## src/rtl/seq_shift_register_pkg.sv

```systemverilog
// Shared op-codes, state encodings and small helpers for the sequenced shift register.
package seq_shift_register_pkg;

    typedef logic [2:0] op_t;

    localparam op_t OP_NOP   = 3'd0;
    localparam op_t OP_SHL   = 3'd1;
    localparam op_t OP_SHR   = 3'd2;
    localparam op_t OP_ROL   = 3'd3;
    localparam op_t OP_ROR   = 3'd4;
    localparam op_t OP_ASR   = 3'd5;
    localparam op_t OP_LOAD  = 3'd6;
    localparam op_t OP_CLEAR = 3'd7;

    localparam logic [1:0] ST_IDLE  = 2'd0;
    localparam logic [1:0] ST_SHIFT = 2'd1;
    localparam logic [1:0] ST_DONE  = 2'd2;

    // Ops that move bits and therefore need the multi-cycle stepper.
    function automatic logic is_shift_op(input op_t op);
        return (op != OP_NOP) && (op != OP_LOAD) && (op != OP_CLEAR);
    endfunction

    // Four-input mux used per bit by the step unit.
    function automatic logic mux4(input logic [3:0] d, input logic [1:0] s);
        return d[s];
    endfunction

endpackage

```

## src/rtl/seq_shift_register_if.sv

```systemverilog
// Request/status bundle between a requester and the shift register.
interface seq_shift_register_if
    import seq_shift_register_pkg::*;
#(
    parameter int unsigned N = 16
) ();
    localparam int unsigned AW = $clog2(N + 1);

    logic          start;
    op_t           op;
    logic [AW-1:0] amount;
    logic [N-1:0]  load_data;
    logic          ser_in;
    logic [N-1:0]  q;
    logic          ser_out;
    logic          busy;
    logic          done;

    modport master (
        output start, op, amount, load_data, ser_in,
        input  q, ser_out, busy, done
    );

    modport slave (
        input  start, op, amount, load_data, ser_in,
        output q, ser_out, busy, done
    );
endinterface

```

## src/rtl/seq_shift_register_step_unit.sv

```systemverilog
// Combinational single-step shifter: next word and the departing bit for one op.
module seq_shift_register_step_unit
    import seq_shift_register_pkg::*;
#(
    parameter int unsigned N = 16
) (
    input  logic [N-1:0] q_i,
    input  op_t          op_i,
    input  logic         ser_i,
    output logic [N-1:0] q_next_c_o,
    output logic         bit_out_c_o
);
    // sel: 0 = take lower neighbour (left move), 1 = upper neighbour (right move), 2 = hold
    logic [1:0]   sel;
    logic         fill_lo;
    logic         fill_hi;
    logic [N-1:0] lo_src;
    logic [N-1:0] hi_src;

    // Direction, fill bits and departing bit per op.
    always_comb begin
        sel         = 2'd2;
        fill_lo     = ser_i;
        fill_hi     = ser_i;
        bit_out_c_o = 1'b0;
        case (op_i)
            OP_SHL: begin sel = 2'd0; bit_out_c_o = q_i[N-1]; end
            OP_ROL: begin sel = 2'd0; fill_lo = q_i[N-1]; bit_out_c_o = q_i[N-1]; end
            OP_SHR: begin sel = 2'd1; bit_out_c_o = q_i[0]; end
            OP_ROR: begin sel = 2'd1; fill_hi = q_i[0]; bit_out_c_o = q_i[0]; end
            OP_ASR: begin sel = 2'd1; fill_hi = q_i[N-1]; bit_out_c_o = q_i[0]; end
            default: ;
        endcase
    end

    assign lo_src = {q_i[N-2:0], fill_lo};
    assign hi_src = {fill_hi, q_i[N-1:1]};

    for (genvar i = 0; i < N; i++) begin : g_bit
        assign q_next_c_o[i] = mux4({1'b0, q_i[i], hi_src[i], lo_src[i]}, sel);
    end

endmodule

```

## src/rtl/seq_shift_register.sv

```systemverilog
// Universal shift register with a multi-step sequencer and busy/done handshake.
module seq_shift_register
    import seq_shift_register_pkg::*;
#(
    parameter int unsigned N = 16
) (
    input  logic                 clk,
    input  logic                 rst,
    seq_shift_register_if.slave  bus
);
    localparam int unsigned AW = $clog2(N + 1);

    logic [1:0]    state_q,   state_d;
    logic [AW-1:0] count_q,   count_d;
    op_t           op_q,      op_d;
    logic [N-1:0]  q_q,       q_d;
    logic          ser_out_q, ser_out_d;
    logic          busy_q,    busy_d;
    logic          done_q,    done_d;

    logic [N-1:0]  step_q;
    logic          step_bit;

    seq_shift_register_step_unit #(.N(N)) u_step (
        .q_i         (q_q),
        .op_i        (op_q),
        .ser_i       (bus.ser_in),
        .q_next_c_o  (step_q),
        .bit_out_c_o (step_bit)
    );

    // Next-state: accept in IDLE/DONE, one step per cycle in SHIFT.
    always_comb begin
        state_d   = state_q;
        count_d   = count_q;
        op_d      = op_q;
        q_d       = q_q;
        ser_out_d = ser_out_q;

        case (state_q)
            ST_SHIFT: begin
                q_d       = step_q;
                ser_out_d = step_bit;
                count_d   = count_q - AW'(1);
                if (count_q == AW'(1)) begin
                    state_d = ST_DONE;
                end
            end
            default: begin
                state_d = ST_IDLE;
                if (bus.start) begin
                    if (!is_shift_op(bus.op) || (bus.amount == '0)) begin
                        if (bus.op == OP_LOAD) begin
                            q_d = bus.load_data;
                        end else if (bus.op == OP_CLEAR) begin
                            q_d = '0;
                        end
                        state_d = ST_DONE;
                    end else begin
                        op_d    = bus.op;
                        count_d = (bus.amount > AW'(N)) ? AW'(N) : bus.amount;
                        state_d = ST_SHIFT;
                    end
                end
            end
        endcase

        busy_d = (state_d == ST_SHIFT);
        done_d = (state_d == ST_DONE);
    end

    // State and output registers.
    always_ff @(posedge clk or posedge rst) begin
        if (rst) begin
            state_q   <= ST_IDLE;
            count_q   <= '0;
            op_q      <= OP_NOP;
            q_q       <= '0;
            ser_out_q <= 1'b0;
            busy_q    <= 1'b0;
            done_q    <= 1'b0;
        end else begin
            state_q   <= state_d;
            count_q   <= count_d;
            op_q      <= op_d;
            q_q       <= q_d;
            ser_out_q <= ser_out_d;
            busy_q    <= busy_d;
            done_q    <= done_d;
        end
    end

    assign bus.q       = q_q;
    assign bus.ser_out = ser_out_q;
    assign bus.busy    = busy_q;
    assign bus.done    = done_q;

endmodule

```

## src/flat_wrapper.sv

```systemverilog
// flat-port wrapper written by rule: the top's interface ports become plain ports
module seq_shift_register_flat import seq_shift_register_pkg::*;
#(
    parameter int unsigned N = 16
)
  (clk, rst, bus_start, bus_op, bus_amount, bus_load_data, bus_ser_in, bus_q, bus_ser_out, bus_busy, bus_done);
  seq_shift_register_if #(.N(N)) bus_i ();
  input  logic clk;
  input  logic rst;
  input wire logic [$bits(bus_i.start)-1:0] bus_start;
  input wire logic [$bits(bus_i.op)-1:0] bus_op;
  input wire logic [$bits(bus_i.amount)-1:0] bus_amount;
  input wire logic [$bits(bus_i.load_data)-1:0] bus_load_data;
  input wire logic [$bits(bus_i.ser_in)-1:0] bus_ser_in;
  output wire logic [$bits(bus_i.q)-1:0] bus_q;
  output wire logic [$bits(bus_i.ser_out)-1:0] bus_ser_out;
  output wire logic [$bits(bus_i.busy)-1:0] bus_busy;
  output wire logic [$bits(bus_i.done)-1:0] bus_done;
  assign bus_i.start = bus_start;
  assign bus_i.op = bus_op;
  assign bus_i.amount = bus_amount;
  assign bus_i.load_data = bus_load_data;
  assign bus_i.ser_in = bus_ser_in;
  assign bus_q = bus_i.q;
  assign bus_ser_out = bus_i.ser_out;
  assign bus_busy = bus_i.busy;
  assign bus_done = bus_i.done;
  seq_shift_register #(.N(N)) u_core (.clk(clk), .rst(rst), .bus(bus_i));
endmodule
```

## config.mk

```make
export PLATFORM = sky130hd
export DESIGN_NAME = seq_shift_register_flat
export DESIGN_NICKNAME = d
export VERILOG_FILES = /design/src/rtl/seq_shift_register_pkg.sv /design/src/rtl/seq_shift_register_if.sv /design/src/rtl/seq_shift_register_step_unit.sv /design/src/rtl/seq_shift_register.sv /design/src/flat_wrapper.sv
export SDC_FILE = /design/constraint.sdc
export NUM_CORES = 1
export LEC_CHECK = 0
export CAP_MARGIN = 10
export CORE_UTILIZATION = 52
export DETAILED_ROUTE_END_ITERATION = 7
export PLACE_DENSITY = 0.89
export SYNTH_ARGS = -nofsm -noshare
export SYNTH_HDL_FRONTEND = slang
export SYNTH_HIERARCHICAL = 1
export SYNTH_SLANG_ARGS = --single-unit
```

## constraint.sdc

```tcl
create_clock -name clk -period 2.9 [get_ports clk]
set_input_delay 0.87 -clock clk [delete_from_list [all_inputs] [get_ports clk]]
set_output_delay 0.87 -clock clk [all_outputs]
set_load 0.05 [all_outputs]
```

==> qor.log <==
[status] status completed
[critical_path] slowest CP cell sky130_fd_sc_hd__clkdlybuf4s50_1
[placement] Place WS 0.391 ns
[pwr] power density of the placed cells 1120 nW/µm²
[die] Die Span X 61.0 µm
[clock_tree] Post-CTS Setup Bufs 0
[synth] number of enable-type register cells in the synthesized netlist 0
[sta] final count of hold timing violations 0
[critical_path] Slowest Stage Delay on Critical Path 0.85 ns
[placement] hpwl dp 3060 µm
[drt] via count normalized by instance count 6.08
[drt] remaining number of nets flagged by the antenna check after routing 0
[pwr] Pwr Total 2.68 mW
[synth] area of the mapped netlist 1810 µm²
[clock_tree] latest clock arrival within the worst-skew pair 0.33 ns
[cells_and_area] Post-layout nets 254
[cells_and_area] fraction of layout cells with a size suffix above 1 13.3%
[sta] Max Freq 399 MHz
[clock_tree] Num Clock Sinks 29
[critical_path] endpoint required time on the critical path 2.03 ns
[critical_path] category of the worst setup path launch point flip-flop
[global_route] first-pass GRT wire length 6760 µm
[drt] DRC violation count after routing 0
[clock_tree] number of buffers created by CTS 5
[clock_tree] Reg clk slew, reported paths 0.09 ns
[placement] routability cong. 0.821
[die] height of the die 61.0 µm
[sta] normalized max-slew margin 49.7%
[global_route] number of global-route vias before repair 1427
[drt] violation count after the first detailed-route iteration 181
[critical_path] number of buffers and inverters on the critical path 1
[critical_path] crit path DAT 1.64 ns
[critical_path] critical path cell sequence clkdlybuf4s50_1
[synth] synthesized netlist cell count 175
[sta] Final Max Slew Viols 0
[pwr] Worst IR Drop VDD 0.650 mV
[drt] detailed-route wire length per cell 16.3 µm
[clock_tree] CTS tree yes
[clock_tree] Clock Root Buffer sky130_fd_sc_hd__clkbuf_4
[critical_path] category of the most critical setup path flip-flop to output port
[flow_run] Max Cap Violations 0
[sta] measured slew at the worst slew-check pin 0.751 ns
[sta] setup TNS 0 ns
[cells_and_area] area added between synthesis and finish 31.4%
[clock_tree] Bufs on Longest Clock Path 2
[synth] fraction of registers with async set or reset after synthesis 100%
[sta] largest clock skew in the final design 0.00691 ns
[synth] proportion of synthesized chip area in sequential cells 40.1%
[clock_tree] post_cts resized 0
[synth] post-synth top area share 40.1%
[sta] RSZ-0062 raised after global routing no
[sta] final worst path period need 2.51 ns
[synth] primary flip-flop cell chosen by synthesis mapping sky130_fd_sc_hd__dfrtp_1
[pwr] Static Leakage 1.11 nW
[synth] Distinct cells, synth 48
[die] io pins 47
[synth] library cell occupying the most area in the post-synthesis netlist sky130_fd_sc_hd__dfrtp_1
[critical_path] endpoint class of the critical path output port
[synth] largest cells by area after synthesis sky130_fd_sc_hd__dfrtp_1 40%, sky130_fd_sc_hd__a221o_1 9.4%, sky130_fd_sc_hd__a222oi_1 8.8%
[critical_path] delay-heaviest family, CP buffers and inverters
[synth] average footprint of a synthesized cell 10.3 µm²
[critical_path] crit path max fanout 7
[synth] Post-Syn Nets 205
[clock_tree] number of levels the H-tree was split into 2
[sta] smallest setup slack after layout 0.392 ns
[die] die outline area 3720 µm²
[synth] warning count from the yosys run 6
[synth] Synth Register Bits 29
[drt] total iterations of the first detailed-routing run 6
[sta] worst hold margin 0.489 ns
[global_route] Total GRT Usage 25.2%
[die] total number of placement rows 21
[die] standard cell core area 3340 µm²
[die] starting density of the core 54.3%
[placement] number of buffer cells added on primary ports 46
[global_route] total global routing overflow 0
[cells_and_area] diode insertion count for antenna repair 0
[clock_tree] CTS Hold Bufs 0
[drt] final WL 4410 µm
[global_route] maximum number of pins on one net before global-route repair 30
[sta] Final period util 86.5%
[global_route] antenna violations before repair 0
[drt] total number of vias 1647
[sta] setup violators final 0
[worst_hold_path] Hold/Removal Path Class flip-flop to flip-flop
[state kept, by name, summed over array words and instances (netlist names)]
register	count
u_core/bus.q	16
u_core/bus.done	1
u_core/bus.ser_out	1
u_core/state_q	2
u_core/op_q	3
u_core/count_q	5
u_core/bus.busy	1
[layout make-up]
type / count / area [µm²]
fill: 265 / 957
sequential: 29 / 726
tap: 46 / 57.6
inverter: 21 / 78.8
clock inverter: 1 / 5.00
clock buffer: 7 / 65.1
timing repair buffer: 52 / 505
multi-input combinational: 115 / 942
[worst paths after layout]
kind / startpoint / slack (ns) / end / depth (start not counted)
min: u_core/bus.ser_out / 0.49 / u_core/bus.ser_out / 2
min reg2reg: u_core/bus.ser_out / 0.49 / u_core/bus.ser_out / 2
min in group asynchronous: rst / 0.90 / u_core/bus.busy / 3
max reg2reg: u_core/op_q[0] / 0.70 / u_core/bus.q[4] / 6
max: u_core/bus.q[0] / 0.39 / bus_q[0] / 1
max in group asynchronous: rst / 1.73 / u_core/op_q[1] / 3
[synthesized netlist by cell type, types with 2 or more instances]
master / n
sky130_fd_sc_hd__a222oi_1: 16
sky130_fd_sc_hd__nor2_1: 4
sky130_fd_sc_hd__and2_1: 14
sky130_fd_sc_hd__mux2_4: 3
sky130_fd_sc_hd__inv_1: 21
sky130_fd_sc_hd__a221o_1: 17
sky130_fd_sc_hd__o21ai_0: 4
sky130_fd_sc_hd__nor2b_1: 4
sky130_fd_sc_hd__dfrtp_1: 29
sky130_fd_sc_hd__ha_1: 2
sky130_fd_sc_hd__a22oi_1: 2
sky130_fd_sc_hd__buf_2: 5
sky130_fd_sc_hd__nand2_1: 12
sky130_fd_sc_hd__clkbuf_1: 2
sky130_fd_sc_hd__mux2i_1: 2
sky130_fd_sc_hd__a21oi_1: 5
sky130_fd_sc_hd__nand2b_1: 2
[cell families after synthesis]
family | after synthesis | synth area share (%)
multiplexers | 6 | 4.22
AND/OR/NAND/NOR | 52 | 19.4
XOR/XNOR | 1 | 0.484
adder cells (fa/ha/maj) | 2 | 1.38
flip-flops | 29 | 40.1
AO/OA/AOI/OAI | 54 | 26.4
buffers and inverters | 31 | 8.02
[routing by layer]
layer  vias up  global-route usage, %  part of all wire (%)
met3         8                   6.18                   5.0
li1        773                      -                     -
met4         0                   10.7                   2.0
met1       806                   33.9                    46
met2        60                   38.9                    47
met5         -                      0                     0
[report_power, final]
part | total (mW) | switching, mW | internal [mW] | leakage, nW
Clock | 0.277 | 0.137 | 0.140 | 0.0413
Combinational | 1.63 | 0.917 | 0.710 | 0.703
Sequential | 0.772 | 0.206 | 0.566 | 0.367
Total | 2.68 | 1.26 | 1.42 | 1.11
[per-stage QoR]
stage,util [%],instance area [µm²],cells
finish,71.3,2380,271
global route,71.3,2380,271
CTS,71.3,2380,271
detailed placement,69.2,2310,263
global placement,69.2,2310,263
floorplan,-,1810,175
[layout by cell type, fill, tap and decap left out, drive strengths merged, types with 4 or more instances in the layout]
cell type and count:
clkdlybuf4s50 46, dfrtp 29, inv 21, a221o 17, a222oi 16, and2 14
nand2 12, clkbuf 7, buf 6, nor2 6, a21oi 5, nor2b 5
o21ai 4, mux2 4
Note: power is estimated with default switching activity, not from simulation.
==> variant 1, RTL diff (same settings) <==
`N` is set to 16 in 4 places; all go to 32.
--- a/src/rtl/seq_shift_register_if.sv
+++ b/src/rtl/seq_shift_register_if.sv
@@ -3,5 +3,5 @@
     import seq_shift_register_pkg::*;
 #(
-    parameter int unsigned N = 16
+    parameter int unsigned N = 32
 ) ();
     localparam int unsigned AW = $clog2(N + 1);
--- a/src/rtl/seq_shift_register_step_unit.sv
+++ b/src/rtl/seq_shift_register_step_unit.sv
@@ -3,5 +3,5 @@
     import seq_shift_register_pkg::*;
 #(
-    parameter int unsigned N = 16
+    parameter int unsigned N = 32
 ) (
     input  logic [N-1:0] q_i,
--- a/src/rtl/seq_shift_register.sv
+++ b/src/rtl/seq_shift_register.sv
@@ -3,5 +3,5 @@
     import seq_shift_register_pkg::*;
 #(
-    parameter int unsigned N = 16
+    parameter int unsigned N = 32
 ) (
     input  logic                 clk,
--- a/src/flat_wrapper.sv
+++ b/src/flat_wrapper.sv
@@ -2,5 +2,5 @@
 module seq_shift_register_flat import seq_shift_register_pkg::*;
 #(
-    parameter int unsigned N = 16
+    parameter int unsigned N = 32
 )
   (clk, rst, bus_start, bus_op, bus_amount, bus_load_data, bus_ser_in, bus_q, bus_ser_out, bus_busy, bus_done);
Ports: changed (resized bus_amount, bus_load_data and bus_q); port bits go from 47 to 80. No check against the original RTL was run, so the function may have changed too.
==> variant 1 against the original RTL <==
Worst setup slack got worse by 0.045 ns. Global-route usage increased by 1.6 points. Final area increased by 60%. Sequential share of layout area decreased by 0.31 points. Sequential cell count increased by 17. Non-clock buffer count increased by 33. Utilization increased by 2.0 points. Count of clock-buffer cells in the layout unchanged. Area after synthesis increased by 59%. Routed wire length increased by 74%. Worst hold slack improved by 0.014 ns. Synthesized cell count increased by 73%. Power increased by 41%. Critical endpoint is now u_core/op_q[2]. Largest power group unchanged.
==> variant 1: results (changes against the original RTL) <==
- Worst-path fanout max: 8 (+1)
- Post-CTS sizing: 0 (unchanged)
- Detail Placement HPWL: 5080 microns (+66%)
- Multiplexer share of the synthesized area: 0.02221 (-0.01994)
- Number of nets in the layout: 415 (+63%)
- Xor and xnor area share after synthesis: 0.003049 (-0.001789)
- H-Tree Depth: 2 (unchanged)
- Sequential share of the synthesized area: 0.4007 (about the same)
- Fin Setup TNS: 0 ns (unchanged)
- Largest net degree at the start of global routing: 65 (+120%)
- ANT cells: 0 (unchanged)
- Hold Startpoint: u_core/bus.ser_out
- Post-CTS setup repair buffer count: 0 (unchanged)
- Synth area leaders: dfrtp_1, a221o_1, a22oi_1, and2_1, o21ai_1
- DR pass1 iterations: 5 (-1)
- Worst Tran Pin Value: 0.6601 ns (-0.09050 ns)
- Clock buffer depth: 2 (unchanged)
- Hold crit path type: reg2reg
- Routability cong.: 0.8457 (+3.0%)
- Largest stage delay, worst path: 0.56 ns (-0.29 ns)
- Post-synth top flop: dfrtp_1
- CTS clk-pin slew, worst paths: 0.08 ns
- Synth unique cells: 49 (+2.1%)
- Synth Area in Adders: 0.008711 (-0.005111)
- Mapped Nets: 349 (+70%)
- LEAKAGE: 1.508 nW (+36%)
- Port buffer count: 79 (+72%)
- Share of cells above drive strength 1: 0.07317 (-0.06016)
- Vias in the first global route: 2572 (+80%)
- Drt first-iter violations: 285 (+57%)
- Gr usage total: 0.2678 (+0.01551)
- Root Buffer: clkbuf_8
- First-pass GRT wire length: 12600 microns (+86%)
- Fillcell total: 423 (+60%)
- Run status: finished clean
- Worst R2R Start: u_core/op_q[0]
- Slowest-stage cell, CP: or4_4
- Crit path DAT: 2.73 ns (+1.09 ns)
- FFs w/ async S/R, synth: 1.000 (unchanged)
- DRC: 0 (unchanged)
- Wire per inst: 17.48 microns (+7.4%)
- VDD IR-drop max: 706.8 uV (+8.7%)
- Max reg flops: 32 (+16)
- Synth warn: 6 (unchanged)
- Hold_buf cts: 0 (unchanged)
- Post-synthesis compound-gate area fraction: 0.3249 (+0.06092)
- CTS buffer count: 5 (unchanged)
- Critical Path Start: bus_amount[0]
- Initial antenna violation count: 0 (unchanged)
- Top cells by count, synth: dfrtp_1, nand2_1, o21ai_1
- Post-DR vias/cell: 6.294 (+3.6%)
- Clock skew: 0.004297 ns (-0.002609 ns)
- Clock Latency Late Sink: 0.30 ns (-0.03 ns)
## variant 1: area by class of cell
type,count,area share
inverter,6,0.005906
timing repair buffer,85,0.2290
sequential,46,0.3018
clock buffer,7,0.02264
clock inverter,1,0.001312
multi-input combinational,224,0.4163
tap,70,0.02297
## variant 1: final timing paths
kind / endpoint / slack (ns) / cells after the start
max: u_core/op_q[2] / 0.35 / 5
min in group asynchronous: u_core/bus.done / 0.94 / 2
min reg2reg: u_core/bus.ser_out / 0.50 / 2
min: u_core/bus.ser_out / 0.50 / 2
max in group asynchronous: u_core/bus.q[4] / 1.45 / 3
max reg2reg: u_core/bus.q[27] / 0.69 / 6
## variant 1: kinds of logic after synthesis
kind of cell,Yosys count
AOI/OAI and AO/OA,121
xor gates and xnor gates,1
adders and majority gates,2
buffers and inverters,32
DFF,46
muxes,6
and+or+nand+nor,94
## variant 1: metrics by stage
step	cells	area [sq um]	hold WS (ns)	setup WS, ns	util
2_1_floorplan	302	2873	0.5497	0.5743	-
5_1_grt	439	3814	0.5439	0.3099	0.7327
3_5_place_dp	431	3722	0.4738	0.02642	0.7151
4_1_cts	439	3814	0.4930	0.3462	0.7327
3_3_place_gp	431	3722	0.4584	0.08822	0.7151
6_report	439	3814	0.5024	0.3471	0.7327
## variant 1: critical path: cells and delay by family
family          cells  cell delay [ns]
mux                 1             0.34
simple gates        2             0.72
compound gates      1             0.37
buf+inv             1             0.43
## variant 1: power by group
group          internal (W)  switching, W
sequential         0.000833      0.000230
clock              0.000193      0.000214
combinational      0.000865       0.00143
## variant 1: metal layers
metal / track usage / routed length, microns / vias up
met5: 0 / 0 / -
met1: 0.3710 / 3328 / 1354
li1: - / - / 1281
met4: 0.06538 / 46 / 0
met3: 0.06347 / 629 / 7
met2: 0.4234 / 3670 / 121
==> variant 2, RTL diff (same settings) <==
Without the edit above. `q_q` no longer has a reset.
--- a/src/rtl/seq_shift_register.sv
+++ b/src/rtl/seq_shift_register.sv
@@ -76,5 +76,4 @@
             count_q   <= '0;
             op_q      <= OP_NOP;
-            q_q       <= '0;
             ser_out_q <= 1'b0;
             busy_q    <= 1'b0;
@@ -84,9 +83,12 @@
             count_q   <= count_d;
             op_q      <= op_d;
-            q_q       <= q_d;
             ser_out_q <= ser_out_d;
             busy_q    <= busy_d;
             done_q    <= done_d;
         end
+    end
+
+    always_ff @(posedge clk) begin
+        q_q <= q_d;
     end
 
Behaviour: not the same (a bounded check fails within 4 cycles, from zero or initial values and one cycle with rst high).
==> variant 2 against the original RTL <==
Routed wire length shrank 1.8%. Area after synthesis shrank 1.5%. Register-to-register slack gained 0.17 ns. Non-clock buffer count shrank 2. Power grew 14%. Sequential power grew 19%. Clock skew grew 0.0038 ns. Final area shrank 2.9%. Worst setup slack is essentially flat. First-iteration DRC count shrank 42%. Worst hold slack gained 0.010 ns. Sequential cell count is the same. Via count shrank 7.3%. Critical endpoint is now bus_q[15].
==> variant 2: results (changes against the original RTL) <==
- Reg2reg path depth: 4 (-2)
- Worst-path fanout max: 6 (-1)
- Synth warn: 6 (unchanged)
- Share of cells above drive strength 1: 0.1100 (-0.02329)
- CP delay by family, top: buffers and inverters
- Hold crit path type: reg2reg
- Hold_buf cts: 0 (unchanged)
- Largest stage delay, worst path: 0.84 ns
- Hold Path End: u_core/bus.ser_out
- Gr usage total: 0.2591 (+0.006882)
- EDFF count, synth: 16 (+16)
- Worst slew margin: 0.2973 (-0.2000)
- Drt first-iter violations: 105 (-42%)
- Synth unique cells: 44 (-8.3%)
- Clock Latency Late Sink: 0.33 ns (about the same)
- Vias in the first global route: 1483 (+3.9%)
- H-Tree Depth: 2 (unchanged)
- Slowest-stage cell, CP: clkdlybuf4s50_1
- Worst R2R Start: u_core/op_q[2]
- Mapped Nets: 193 (-5.9%)
- Net switching power: 0.001399 W (+11%)
- CTS buffer count: 5 (unchanged)
- Clock buffer depth: 2 (unchanged)
- CTS clk-pin slew, worst paths: 0.09 ns (about the same)
- Synth Instances: 163 (-6.9%)
- ANT cells: 0 (unchanged)
- Cell count after placement: 245 (-6.8%)
- Crit path DAT: 1.64 ns (about the same)
- Routability cong.: 0.8967 (+9.2%)
- Post-DR vias/cell: 6.032 (-0.75%)
- Port buffer count: 46 (unchanged)
- Number of nets in the layout: 238 (-6.3%)
- Wire per inst: 17.12 microns (+5.2%)
- Max reg flops: 16 (unchanged)
- Initial antenna violation count: 0 (unchanged)
- R2R Path End: u_core/bus.q[3]
- Largest net degree at the start of global routing: 30 (unchanged)
- Root Buffer: clkbuf_4
- FFs w/ async S/R, synth: 0.4483 (-0.5517)
- Post-synth top flop: edfxtp_1
- Clock skew: 0.01069 ns (+0.003782 ns)
- Detail Placement HPWL: 3022 microns (-1.2%)
- Hold path depth: 2 (unchanged)
- LEAKAGE: 0.9212 nW (-17%)
- Top cells by count, synth: a22o_1, edfxtp_1, a221o_1
- First-pass GRT wire length: 6934 microns (+2.5%)
- Sequential share of the synthesized area: 0.4519 (+0.05110)
- Synth area leaders: edfxtp_1, dfrtp_1, a221o_1, a22o_1, and2_1
- Post-Route WL: 4332 microns (-1.8%)
- Post-CTS setup repair buffer count: 0 (unchanged)
- Dpl cell area: 0.002262 sq mm (-2.1%)
- R2r setup slk: 0.87 ns (+0.17 ns)
- Hold Startpoint: u_core/bus.ser_out
- Run status: finished clean
- Post-CTS sizing: 0 (unchanged)
- Area delta synth->final: 29.61%
- VDD IR-drop max: 728.0 uV (+12%)
- DR pass1 iterations: 4 (-2)
## variant 2: metrics by stage
| step | setup slack (ns) | hold WS [ns] |
|---|---|---|
| after detailed placement | 0.1237 | 0.4723 |
| after floorplan | 0.5823 | 0.5483 |
| final | 0.3922 | 0.4986 |
| after CTS | 0.3921 | 0.5039 |
| after global placement | 0.1601 | 0.4675 |
| after global routing | 0.3249 | 0.5394 |
## variant 2: per-layer routing
metal  GRT usage  vias up  share of wire
met5           0        -              0
met3     0.07036        7          0.058
li1            -      729              -
met1      0.3510      733           0.44
met4     0.08442        0          0.013
met2      0.4050       57           0.49
## variant 2: cell type report
cell class | instances | area, sq um
tap | 44 | 55.05
timing repair buffer | 50 | 490.5
sequential | 29 | 805.8
inverter | 8 | 30.03
clock buffer | 8 | 48.80
fill | 248 | 842.1
multi-input combinational | 114 | 880.8
## variant 2: power by group through the flow
stage / logic (W) / registers [W] / clock network (W)
2_1_floorplan: 0.00102 / 0.00129 / 0
6_report: 0.00188 / 0.000918 / 0.000236
3_5_place_dp: 0.00186 / 0.000922 / 0
4_1_cts: 0.00187 / 0.000915 / 0.000239
3_3_place_gp: 0.00181 / 0.000907 / 0
5_1_grt: 0.00201 / 0.000956 / 0.000263
## variant 2: worst max path at each step
stage	startpoint	endpoint	slack, ns	cells after the start
CTS	u_core/bus.q[15]	bus_q[15]	0.39	1
finish	u_core/bus.q[15]	bus_q[15]	0.39	1
global placement	bus_amount[1]	u_core/op_q[0]	0.16	5
floorplan	bus_amount[1]	u_core/count_q[0]	0.58	5
detailed placement	bus_amount[1]	u_core/op_q[1]	0.12	5
global route	u_core/bus.q[0]	bus_q[0]	0.32	1
## variant 2: logic make-up (layout without fill, tap and decap cells)
group,after synthesis,in the layout,share of synthesized area
AND/OR/NAND/NOR,51,51,0.1691
flip-flops,29,29,0.4519
multiplexers,6,6,0.03649
adder cells (fa/ha/maj),2,2,0.01403
buffers and inverters,20,66,0.05825
AO/OA/AOI/OAI,55,55,0.2702
